File: src/rtl/mem_arb_pkg.sv
// Shared definitions for the main-memory port arbiter: FSM state encoding,
// requester port ids and default sizing.
package mem_arb_pkg;

   typedef enum logic [1:0] {
      IDLE   = 2'd0,
      ACCESS = 2'd1,
      RESP   = 2'd2
   } state_e;

   localparam logic PORT_IF = 1'b0;
   localparam logic PORT_D  = 1'b1;

   localparam int MEM_DEPTH       = 512;
   localparam int DEF_WAIT_CYCLES = 1;

   // wait counter wide enough for the legal 1..15 access length
   localparam int CNT_W = 4;

endpackage

File: src/rtl/mem_port_arbiter_if.sv
// Requester and memory-side signal bundle of the arbiter.
// slave  : arbiter view (drives acks, read data and memory pins)
// master : requesters + memory view
interface mem_port_arbiter_if #(
   parameter int ADDR_W = 32,
   parameter int DATA_W = 32
);
   logic              if_req;
   logic [ADDR_W-1:0] if_addr;
   logic              if_ack;
   logic [DATA_W-1:0] if_rdata;
   logic              if_err;

   logic              d_req;
   logic              d_we;
   logic [ADDR_W-1:0] d_addr;
   logic [DATA_W-1:0] d_wdata;
   logic              d_ack;
   logic [DATA_W-1:0] d_rdata;
   logic              d_err;

   logic [ADDR_W-1:0] mem_address;
   logic [DATA_W-1:0] mem_data_in;
   logic              mem_read;
   logic              mem_write;
   logic [DATA_W-1:0] mem_data_out;

   logic              busy;

   modport slave (
      input  if_req, if_addr, d_req, d_we, d_addr, d_wdata, mem_data_out,
      output if_ack, if_rdata, if_err, d_ack, d_rdata, d_err,
             mem_address, mem_data_in, mem_read, mem_write, busy
   );

   modport master (
      output if_req, if_addr, d_req, d_we, d_addr, d_wdata, mem_data_out,
      input  if_ack, if_rdata, if_err, d_ack, d_rdata, d_err,
             mem_address, mem_data_in, mem_read, mem_write, busy
   );

endinterface

File: src/rtl/mem_arb_pick.sv
// Combinational two-way grant selector.
// MEM_ARB_ROUND_ROBIN_EN: a tie goes to the port not granted last time;
// otherwise the data port always beats instruction fetch.
module mem_arb_pick
   import mem_arb_pkg::*;
(
   input  logic if_req,
   input  logic d_req,
   input  logic last_grant,
   output logic grant,
   output logic grant_vld
);

   // choose the winning port among the active requests
   always_comb begin
      grant_vld = if_req | d_req;
      grant     = PORT_IF;
`ifdef MEM_ARB_ROUND_ROBIN_EN
      if (if_req && d_req)
         grant = ~last_grant;
      else if (d_req)
         grant = PORT_D;
`else
      if (d_req)
         grant = PORT_D;
`endif
   end

`ifndef MEM_ARB_ROUND_ROBIN_EN
   // fixed priority ignores the history input
   logic unused_last_grant;
   assign unused_last_grant = last_grant;
`endif

endmodule

File: src/rtl/mem_port_arbiter.sv
// Single-port main memory arbiter between instruction fetch (IF) and the
// load/store data port (D). One transaction at a time:
// IDLE -> ACCESS (WAIT_CYCLES strobe cycles) -> RESP (ack pulse) -> IDLE,
// with ACCESS skipped for out-of-range addresses.
// Optional: MEM_ARB_ROUND_ROBIN_EN switches tie-break to round robin.
module mem_port_arbiter
   import mem_arb_pkg::*;
#(
   parameter int ADDR_W      = 32,
   parameter int DATA_W      = 32,
   parameter int DEPTH       = MEM_DEPTH,
   parameter int WAIT_CYCLES = DEF_WAIT_CYCLES
)(
   input logic              clock,
   input logic              clear,
   mem_port_arbiter_if.slave bus
);

   state_e            state, state_nxt;
   logic [CNT_W-1:0]  cnt;
   logic              gnt_port;
   logic [ADDR_W-1:0] lat_addr;
   logic              lat_we;
   logic [DATA_W-1:0] lat_wdata;
   logic              fault;
   logic [DATA_W-1:0] if_rdata_q;
   logic [DATA_W-1:0] d_rdata_q;
   logic              last_grant;

   logic              pick_port;
   logic              pick_vld;
   logic [ADDR_W-1:0] sel_addr;
   logic              sel_we;
   logic              sel_fault;

   mem_arb_pick u_pick (
      .if_req     (bus.if_req),
      .d_req      (bus.d_req),
      .last_grant (last_grant),
      .grant      (pick_port),
      .grant_vld  (pick_vld)
   );

`ifdef MEM_ARB_ROUND_ROBIN_EN
   // remember who won the most recent grant for the next tie
   always_ff @(posedge clock) begin
      if (clear)
         last_grant <= PORT_IF;
      else if (state == IDLE && pick_vld)
         last_grant <= pick_port;
   end
`else
   assign last_grant = PORT_IF;
`endif

   // request fields of the winning port and its range check
   always_comb begin
      sel_addr  = (pick_port == PORT_D) ? bus.d_addr : bus.if_addr;
      sel_we    = (pick_port == PORT_D) && bus.d_we;
      sel_fault = (sel_addr >= ADDR_W'(DEPTH));
   end

   // state register
   always_ff @(posedge clock) begin
      if (clear)
         state <= IDLE;
      else
         state <= state_nxt;
   end

   // next-state logic
   always_comb begin
      state_nxt = state;
      case (state)
         IDLE:    if (pick_vld) state_nxt = sel_fault ? RESP : ACCESS;
         ACCESS:  if (cnt == '0) state_nxt = RESP;
         RESP:    state_nxt = IDLE;
         default: state_nxt = IDLE;
      endcase
   end

   // latch the granted request, count strobe cycles, capture read data
   always_ff @(posedge clock) begin
      if (clear) begin
         cnt        <= '0;
         gnt_port   <= PORT_IF;
         lat_addr   <= '0;
         lat_we     <= 1'b0;
         lat_wdata  <= '0;
         fault      <= 1'b0;
         if_rdata_q <= '0;
         d_rdata_q  <= '0;
      end else begin
         case (state)
            IDLE: begin
               if (pick_vld) begin
                  gnt_port  <= pick_port;
                  lat_addr  <= sel_addr;
                  lat_we    <= sel_we;
                  lat_wdata <= bus.d_wdata;
                  fault     <= sel_fault;
                  cnt       <= CNT_W'(WAIT_CYCLES - 1);
                  // a faulting access returns zero data to its own port
                  if (sel_fault) begin
                     if (pick_port == PORT_D)
                        d_rdata_q <= '0;
                     else
                        if_rdata_q <= '0;
                  end
               end
            end
            ACCESS: begin
               if (cnt == '0) begin
                  if (!lat_we) begin
                     if (gnt_port == PORT_D)
                        d_rdata_q <= bus.mem_data_out;
                     else
                        if_rdata_q <= bus.mem_data_out;
                  end
               end else begin
                  cnt <= cnt - 1'b1;
               end
            end
            default: ;
         endcase
      end
   end

   // outputs decoded from state; memory pins idle at zero outside ACCESS
   always_comb begin
      bus.if_ack      = (state == RESP) && (gnt_port == PORT_IF);
      bus.d_ack       = (state == RESP) && (gnt_port == PORT_D);
      bus.if_err      = bus.if_ack && fault;
      bus.d_err       = bus.d_ack && fault;
      bus.mem_read    = (state == ACCESS) && !lat_we;
      bus.mem_write   = (state == ACCESS) && lat_we;
      bus.mem_address = (state == ACCESS) ? lat_addr : '0;
      bus.mem_data_in = ((state == ACCESS) && lat_we) ? lat_wdata : '0;
      bus.busy        = (state != IDLE);
      bus.if_rdata    = if_rdata_q;
      bus.d_rdata     = d_rdata_q;
   end

endmodule

File: src/flat_wrapper.sv
// flat-port wrapper written by rule: the top's interface ports become plain ports
module mem_port_arbiter_flat import mem_arb_pkg::*;
#(
   parameter int ADDR_W      = 32,
   parameter int DATA_W      = 32,
   parameter int DEPTH       = MEM_DEPTH,
   parameter int WAIT_CYCLES = DEF_WAIT_CYCLES
)
  (clock, clear, bus_if_req, bus_if_addr, bus_d_req, bus_d_we, bus_d_addr, bus_d_wdata, bus_mem_data_out, bus_if_ack, bus_if_rdata, bus_if_err, bus_d_ack, bus_d_rdata, bus_d_err, bus_mem_address, bus_mem_data_in, bus_mem_read, bus_mem_write, bus_busy);
  mem_port_arbiter_if #(.ADDR_W(ADDR_W), .DATA_W(DATA_W)) bus_i ();
  input logic clock;
  input logic clear;
  input wire logic [$bits(bus_i.if_req)-1:0] bus_if_req;
  input wire logic [$bits(bus_i.if_addr)-1:0] bus_if_addr;
  input wire logic [$bits(bus_i.d_req)-1:0] bus_d_req;
  input wire logic [$bits(bus_i.d_we)-1:0] bus_d_we;
  input wire logic [$bits(bus_i.d_addr)-1:0] bus_d_addr;
  input wire logic [$bits(bus_i.d_wdata)-1:0] bus_d_wdata;
  input wire logic [$bits(bus_i.mem_data_out)-1:0] bus_mem_data_out;
  output wire logic [$bits(bus_i.if_ack)-1:0] bus_if_ack;
  output wire logic [$bits(bus_i.if_rdata)-1:0] bus_if_rdata;
  output wire logic [$bits(bus_i.if_err)-1:0] bus_if_err;
  output wire logic [$bits(bus_i.d_ack)-1:0] bus_d_ack;
  output wire logic [$bits(bus_i.d_rdata)-1:0] bus_d_rdata;
  output wire logic [$bits(bus_i.d_err)-1:0] bus_d_err;
  output wire logic [$bits(bus_i.mem_address)-1:0] bus_mem_address;
  output wire logic [$bits(bus_i.mem_data_in)-1:0] bus_mem_data_in;
  output wire logic [$bits(bus_i.mem_read)-1:0] bus_mem_read;
  output wire logic [$bits(bus_i.mem_write)-1:0] bus_mem_write;
  output wire logic [$bits(bus_i.busy)-1:0] bus_busy;
  assign bus_i.if_req = bus_if_req;
  assign bus_i.if_addr = bus_if_addr;
  assign bus_i.d_req = bus_d_req;
  assign bus_i.d_we = bus_d_we;
  assign bus_i.d_addr = bus_d_addr;
  assign bus_i.d_wdata = bus_d_wdata;
  assign bus_i.mem_data_out = bus_mem_data_out;
  assign bus_if_ack = bus_i.if_ack;
  assign bus_if_rdata = bus_i.if_rdata;
  assign bus_if_err = bus_i.if_err;
  assign bus_d_ack = bus_i.d_ack;
  assign bus_d_rdata = bus_i.d_rdata;
  assign bus_d_err = bus_i.d_err;
  assign bus_mem_address = bus_i.mem_address;
  assign bus_mem_data_in = bus_i.mem_data_in;
  assign bus_mem_read = bus_i.mem_read;
  assign bus_mem_write = bus_i.mem_write;
  assign bus_busy = bus_i.busy;
  mem_port_arbiter #(.ADDR_W(ADDR_W), .DATA_W(DATA_W), .DEPTH(DEPTH), .WAIT_CYCLES(WAIT_CYCLES)) u_core (.clock(clock), .clear(clear), .bus(bus_i));
endmodule
File: config.mk
export PLATFORM = sky130hd
export DESIGN_NAME = mem_port_arbiter_flat
export DESIGN_NICKNAME = d
export VERILOG_FILES = /design/src/rtl/mem_arb_pkg.sv /design/src/rtl/mem_port_arbiter_if.sv /design/src/rtl/mem_arb_pick.sv /design/src/rtl/mem_port_arbiter.sv /design/src/flat_wrapper.sv
export SDC_FILE = /design/constraint.sdc
export NUM_CORES = 1
export LEC_CHECK = 0
export CAP_MARGIN = 20
export CORE_AREA = 2 2 134 136
export CTS_BUF_LIST = sky130_fd_sc_hd__clkbuf_4
export CTS_CLUSTER_DIAMETER = 100
export DETAILED_ROUTE_END_ITERATION = 12
export DIE_AREA = 0 0 136 138
export GPL_ROUTABILITY_DRIVEN = 1
export GPL_TIMING_DRIVEN = 0
export PLACE_DENSITY = 0.8
export SLEW_MARGIN = 20
export SYNTH_ARGS = -nofsm -noshare
export SYNTH_HDL_FRONTEND = slang
export SYNTH_SLANG_ARGS = --single-unit
export TNS_END_PERCENT = 20
File: constraint.sdc
create_clock -name clock -period 2.2 [get_ports clock]
set_input_delay 0.44 -clock clock [delete_from_list [all_inputs] [get_ports clock]]
set_output_delay 0.44 -clock clock [all_outputs]
set_load 0.01 [all_outputs]
# Word-level counts from Yosys, hierarchy flattened
# Index checks and enable logic that the tools add are counted.
[word_totals]
out_inout_bits = 135
reg_bits = 137
in_bits = 133
[op_classes]
bitwise = 2
eq_ne = 11
n_reduce_logical = 17
n_mux = 25
addsub = 1
n_lt_le_gt_ge = 1
[op_table]
columns = ["cell", "n"]
rows = [
  ["32-bit 2-to-1 mux", 15],
  ["32-bit one-hot mux with 2 select lines", 2],
  ["32-bit by 10-bit >= comparator with 1-bit output (second input constant)", 1],
  ["7-bit AND reduction", 2],
  ["2-bit by 1-bit inequality test with 1-bit output (second input constant)", 5],
  ["4-bit 2-to-1 mux", 2],
  ["2-bit inequality test (second input constant)", 4],
  ["4-bit one-hot mux with 2 select lines", 1],
  ["1-bit logical AND", 7],
  ["2-bit 2-to-1 mux", 3],
  ["4-bit zero test", 1],
  ["2-bit one-hot mux with 2 select lines", 1],
  ["2-bit AND reduction", 2],
  ["2-bit nonzero test", 2],
  ["4-bit by 1-bit subtractor with 4-bit output (second input constant)", 1],
  ["3-bit AND reduction", 1],
  ["2-bit by 1-bit equality test with 1-bit output (second input constant)", 1],
  ["2-bit equality test (second input constant)", 1],
  ["2-bit zero test", 1],
  ["1-bit zero test", 1],
  ["1-bit 2-to-1 mux", 1],
  ["1-bit NOT", 1],
  ["1-bit bitwise OR", 1],
]

# Logic depth before layout (Yosys ltp)
[logic_depth]
word_depth = 6
depth_mapped = 8
ltp_nobuf = 7

# Cells and area by module
# From an unflattened synthesis, not the netlist that was laid out.
[unflattened]
hier_cells = 794
area_unflattened_um2 = 6941.7
[modules_own_cells]
columns = ["module", "instances", "cells_each", "area_each_um2"]
rows = [
  ["mem_port_arbiter", 1, 792, 6927.9],
  ["mem_arb_pick", 1, 2, 13.8],
]

# Worst setup path after synthesis
# OpenSTA, ideal clock, no wires.
[synth_path]
kind = "register to output"
startpoint = "register u_core.state[1]"
endpoint = "output bus_mem_data_in[10]"
path_stages_with_launch = 7
path_slack_ns = 0.373
t_arrival_ns = 1.387
required_ns = 1.760
path_cell_list = "dfxtp_1 -> buf_4 -> nor2b_1 -> buf_2 -> clkbuf_1 -> clkbuf_1 -> and3_1"
[synth_via]
elab_chain_len = 3
[synth_rtl]
columns = ["item", "line_no", "source"]
rows = [
  ["start, declared", "mem_port_arbiter.sv:19", "state_e state, state_nxt;"],
  ["start signal, assigned", "mem_port_arbiter.sv:68", "state <= state_nxt;"],
  ["2-bit by 1-bit equality test with 1-bit output", "mem_port_arbiter.sv:138", "bus.mem_data_in = ((state == ACCESS) && lat_we) ? lat_wdata : '0;"],
  ["1-bit logical AND", "mem_port_arbiter.sv:138", ""],
  ["32-bit 2-to-1 mux", "mem_port_arbiter.sv:138", ""],
  ["end, declared", "flat_wrapper.sv:27", "output wire logic [$bits(bus_i.mem_data_in)-1:0] bus_mem_data_in;"],
]
# No other way between the ends.

# Worst setup path in the final report
[layout_path]
startpoint = "register u_core.state[1]"
endpoint = "output bus_mem_data_in[29]"
# The elaborated chain is that of the path after synthesis.

==> out/qor_table.md <==
| Metric | This run | Unit |
| --- | --- | --- |
| Number of standard cells in the layout, taps in and fillers out | 1417 | - |
| Synthesis Warnings | 0 | - |
| Cell types with the largest area share after synthesis | sky130_fd_sc_hd__dfxtp_1 (40%), sky130_fd_sc_hd__nor2_1 (9.7%), sky130_fd_sc_hd__nand2_1 (5.6%), sky130_fd_sc_hd__a211oi_2 (5.5%), sky130_fd_sc_hd__a21oi_1 (5.0%) | - |
| Most common flop cell mapped by yosys | sky130_fd_sc_hd__dfxtp_1 | - |
| Mapped Avg Cell Area | 7.793 | sq um |
| # DRC | 0 | - |
| Core ar. | 0.01753 | sq mm |
| Routed Wire Length | 24880 | um |
| Hold-fix buffers at CTS | 0 | - |
| Endpoint type of the worst setup path | output pin | - |
| Number of antenna violations at the first check in global routing | 0 | - |
| Cell seen most often among critical-path stages | sky130_fd_sc_hd__clkbuf_16 | - |
| First-pass GRT wire length | 37960 | um |
| Fill cells | 1585 | - |
| Hpwl dp | 18010 | um |
| Post-synth ARST share | 0 | % |
| Vias per cell | 5.261 | - |
| Stage delay of the slowest cell on the critical path | 0.39 | ns |
| Area taken by flip-flops and latches | 0.002750 | sq mm |
| Cell count after synthesis | 872 | - |
| Peak supply drop | 0.0002900 | V |
| Max-cap check violation count | 0 | - |
| Sw power | 1.445 | mW |
| Worst-Margin Slew | 0.8360 | ns |
| IO buf count | 266 | - |
| Setup CP Type | register to output pin | - |
| Maximum number of pins on one net before global-route repair | 17 | - |
| Clock-pin slew of the registers on the worst-case setup and hold paths | 0.13 | ns |
| Number of enable flip-flop cells after synthesis | 0 | - |
| Most frequent cell after synthesis | sky130_fd_sc_hd__nor2_1 | - |
| Clock Latency Late Sink | 0.56 | ns |
| Iter 0 DRT Violations | 416 | - |
| CTS buffer count | 17 | - |
| Share of the synthesized area in the top cell type | 40.36 | % |
| CP max stage cell | sky130_fd_sc_hd__dfxtp_4 | - |
| Number of detailed-routing iterations run before antenna repair | 6 | - |
| P&R area growth vs syn | 57.61 | % |
| Antenna-violating nets left | 0 | - |
| Area taken by multi-input logic gates | 0.003908 | sq mm |
| Ant. Diodes | 0 | - |
| Buffers plus inverters on the worst setup path | 4 | - |
| CTS Root Cell | sky130_fd_sc_hd__clkbuf_4 | - |
| Post-Syn Area | 0.006795 | sq mm |
| Total global routing track utilization | 25.57 | % |
| Clock tree from TritonCTS | built | - |
| Register bit count reported by yosys | 137 | - |
| Die area | 0.01877 | sq mm |
| Failing checks | setup timing | - |
| Fin. max-slew vios | 0 | - |
| Congestion Overflow GR | 0 | - |
| Final critical delay including setup and external delays | 2.290 | ns |
| Via count | 7455 | - |
| Share of the yosys chip area belonging to registers | 40.36 | % |
| Least setup slack across all paths after layout | -0.08976 | ns |
| NumNets Final | 1310 | - |
| Relative contribution of the clock network to total power | 36.0 | % |
| Gpl congestion | 0.8834 | - |
| Die Width | 136 | um |
| Flop2flop setup slack | 0.04 | ns |
| Average wire length per cell after detail routing | 17.56 | um |
| Data arrival time of the worst path | 1.85 | ns |
| Fin crit share | 104.1 | % |
| Class of the tightest hold or removal check | primary input to register | - |
| Highest clock frequency the design can meet | 436.7 | MHz |
| H-tree lvl count | 4 | - |
| Mapped Nets | 1007 | - |
| Data required time at the worst endpoint | 1.76 | ns |
| Max-slew headroom at the worst pin | 44.27 | % |
| Internal power | 3.972 | mW |
| Clock tree skew after final layout | 0.02370 | ns |
| Number of buffers on the longest clock path | 2 | - |
| Category of cells accounting for the largest share of critical-path delay | buffers and inverters | - |
| Switching power share of the total | 26.68 | % |
| WHS | 0.4197 | ns |
| Effective utilization at floorplan | 38.75 | % |
| Power per cell area | 505.8 | mW/mm^2 |
| Number of ports placed on the die boundary | 268 | - |
| Total instance count after detailed placement | 1367 | - |
| Count of endpoints failing hold in the final timing report | 0 | - |
| Number of distinct standard cells referenced by the synthesized netlist | 39 | - |
| Num Clock Sinks | 137 | - |
| Share of cells above drive strength 1 | 22.81 | % |
| Ordered list of cells on the worst path | nor2b_1, buf_4, clkbuf_16, clkbuf_16, and3_4, buf_6 | - |
| Startpoint class of the critical path | register | - |
| Total number of placement rows | 49 | - |
| Vertical die dimension | 138 | um |
| Setup-failing EPs final | 44 | - |
| Commonest cells post-synth | sky130_fd_sc_hd__nor2_1 (176), sky130_fd_sc_hd__dfxtp_1 (137), sky130_fd_sc_hd__nand2_1 (102), sky130_fd_sc_hd__a21oi_1 (68), sky130_fd_sc_hd__nor3_1 (62) | - |
| Lkg Pwr | 4.155 | nW |
| Vias in the first global route | 7284 | - |
| Most area-hungry cell type in the Yosys netlist | sky130_fd_sc_hd__dfxtp_1 | - |
| Maximum net fanout on the critical path | 6 | - |
| Outcome | finished with violations | - |
| RSZ-0062 raised after global routing | yes | - |
| Proportion of power drawn by flip-flops and latches | 48.8 | % |
| Share of total power in combinational logic | 15.2 | % |
[kinds of logic after synthesis]
group,count (synthesis),synth area share (%)
and+or+nand+nor,439,30.16
DFF,137,40.36
muxes,32,4.714
AOI/OAI and AO/OA,177,18.58
buffers and inverters,83,5.561
adders and majority gates,2,0.3682
xor gates and xnor gates,2,0.2578
[path summary, 6_finish.rpt]
path / start / endpoint / depth (start not counted)
worst max register to register: u_core.cnt[0] / u_core.bus.if_rdata[10] / 7
worst min-delay path: bus_d_wdata[24] / u_core.lat_wdata[24] / 3
worst min register to register: u_core.lat_wdata[7] / u_core.lat_wdata[7] / 2
worst max-delay path: u_core.state[1] / bus_mem_data_in[29] / 6
[per-layer routing]
metal  vias to the layer above  GRT usage, %  part of all wire [%]
met1                      3425         30.87                    40
met3                        63         7.407                   8.3
li1                       3611             -                     -
met2                       356         42.29                    49
met5                         -             0                     0
met4                         0         10.69                   3.4
[sequential cells by signal (all words and copies together), names as in the netlist]
| register | count |
|---|---|
| u_core.lat_we | 1 |
| u_core.lat_wdata | 32 |
| u_core.state | 2 |
| u_core.bus.d_rdata | 32 |
| u_core.fault | 1 |
| u_core.bus.if_rdata | 32 |
| u_core.lat_addr | 32 |
| u_core.gnt_port | 1 |
| u_core.cnt | 4 |
[final cells by class]
class	instances	area share, %
clock inverters	15	1.928
flip-flops and latches	137	25.68
plain buffers	75	4.404
repair buffers	287	27.46
clock buffers	17	1.192
multi-input cells	652	36.48
inverters	5	0.1752
well taps	229	2.675
[through the flow]
| stage | worst slack (ns) | power (mW) | cell area, sq um | util (%) | setup TNS [ns] |
|---|---|---|---|---|---|
| floorplan | 0.3728 | 3.080 | 6795 | - | 0 |
| global placement | -0.5924 | 3.471 | 9744 | 55.57 | -96.11 |
| detailed placement | -0.6299 | 3.490 | 9744 | 55.57 | -97.84 |
| CTS | -0.2390 | 5.420 | 10130 | 57.76 | -8.373 |
| global route | -0.1937 | 5.628 | 10710 | 61.08 | -8.982 |
| finish | -0.08976 | 5.417 | 10710 | 61.08 | -1.828 |
[worst min-delay path, stage by stage]
cell and delay (ns):
sky130_fd_sc_hd__clkdlybuf4s50_1 0.39, sky130_fd_sc_hd__nand2_1 0.06, sky130_fd_sc_hd__a21oi_1 0.05
[power by group through the flow]
stage	Sequential, mW	Clock [mW]	Combinational [mW]
floorplan	2.67	0	0.407
global placement	2.68	0	0.789
detailed placement	2.69	0	0.803
CTS	2.63	1.98	0.810
global route	2.66	2.07	0.903
finish	2.64	1.95	0.824
[cells in the final DEF, fill, tap and decap left out, drive strengths merged]
master | netlist | routed
o221a | 1 | 1
inv | 5 | 5
ha | 2 | 2
clkdlybuf4s15 | 0 | 1
and3b | 1 | 1
and2 | 34 | 34
nor3 | 72 | 72
o211ai | 3 | 3
nand2 | 103 | 103
nand4 | 2 | 2
clkbuf | 55 | 68
xor2 | 2 | 2
or3b | 1 | 1
nor4 | 9 | 9
nand2b | 1 | 1
a21oi | 68 | 68
buf | 23 | 114
and3 | 34 | 34
clkinvlp | 0 | 1
a22o | 1 | 1
o21ai | 34 | 34
dlymetal6s2s | 0 | 1
dfxtp | 137 | 137
o21a | 2 | 2
o32ai | 1 | 1
clkdlybuf4s50 | 0 | 195
bufinv | 0 | 5
nor2b | 2 | 2
nor3b | 1 | 1
mux2i | 32 | 32
a32oi | 1 | 1
nor4b | 2 | 2
nor2 | 177 | 177
o22ai | 1 | 1
clkinv | 0 | 9
a211oi | 65 | 65
[what timing repair did]
item	in CTS	in global routing
pin swaps	3	22
setup buffers	8	6
setup endpoints to repair	72	191
gates cloned	2	6
gates resized for setup	340	139
No activity file was read; power rests on OpenSTA's default activity.
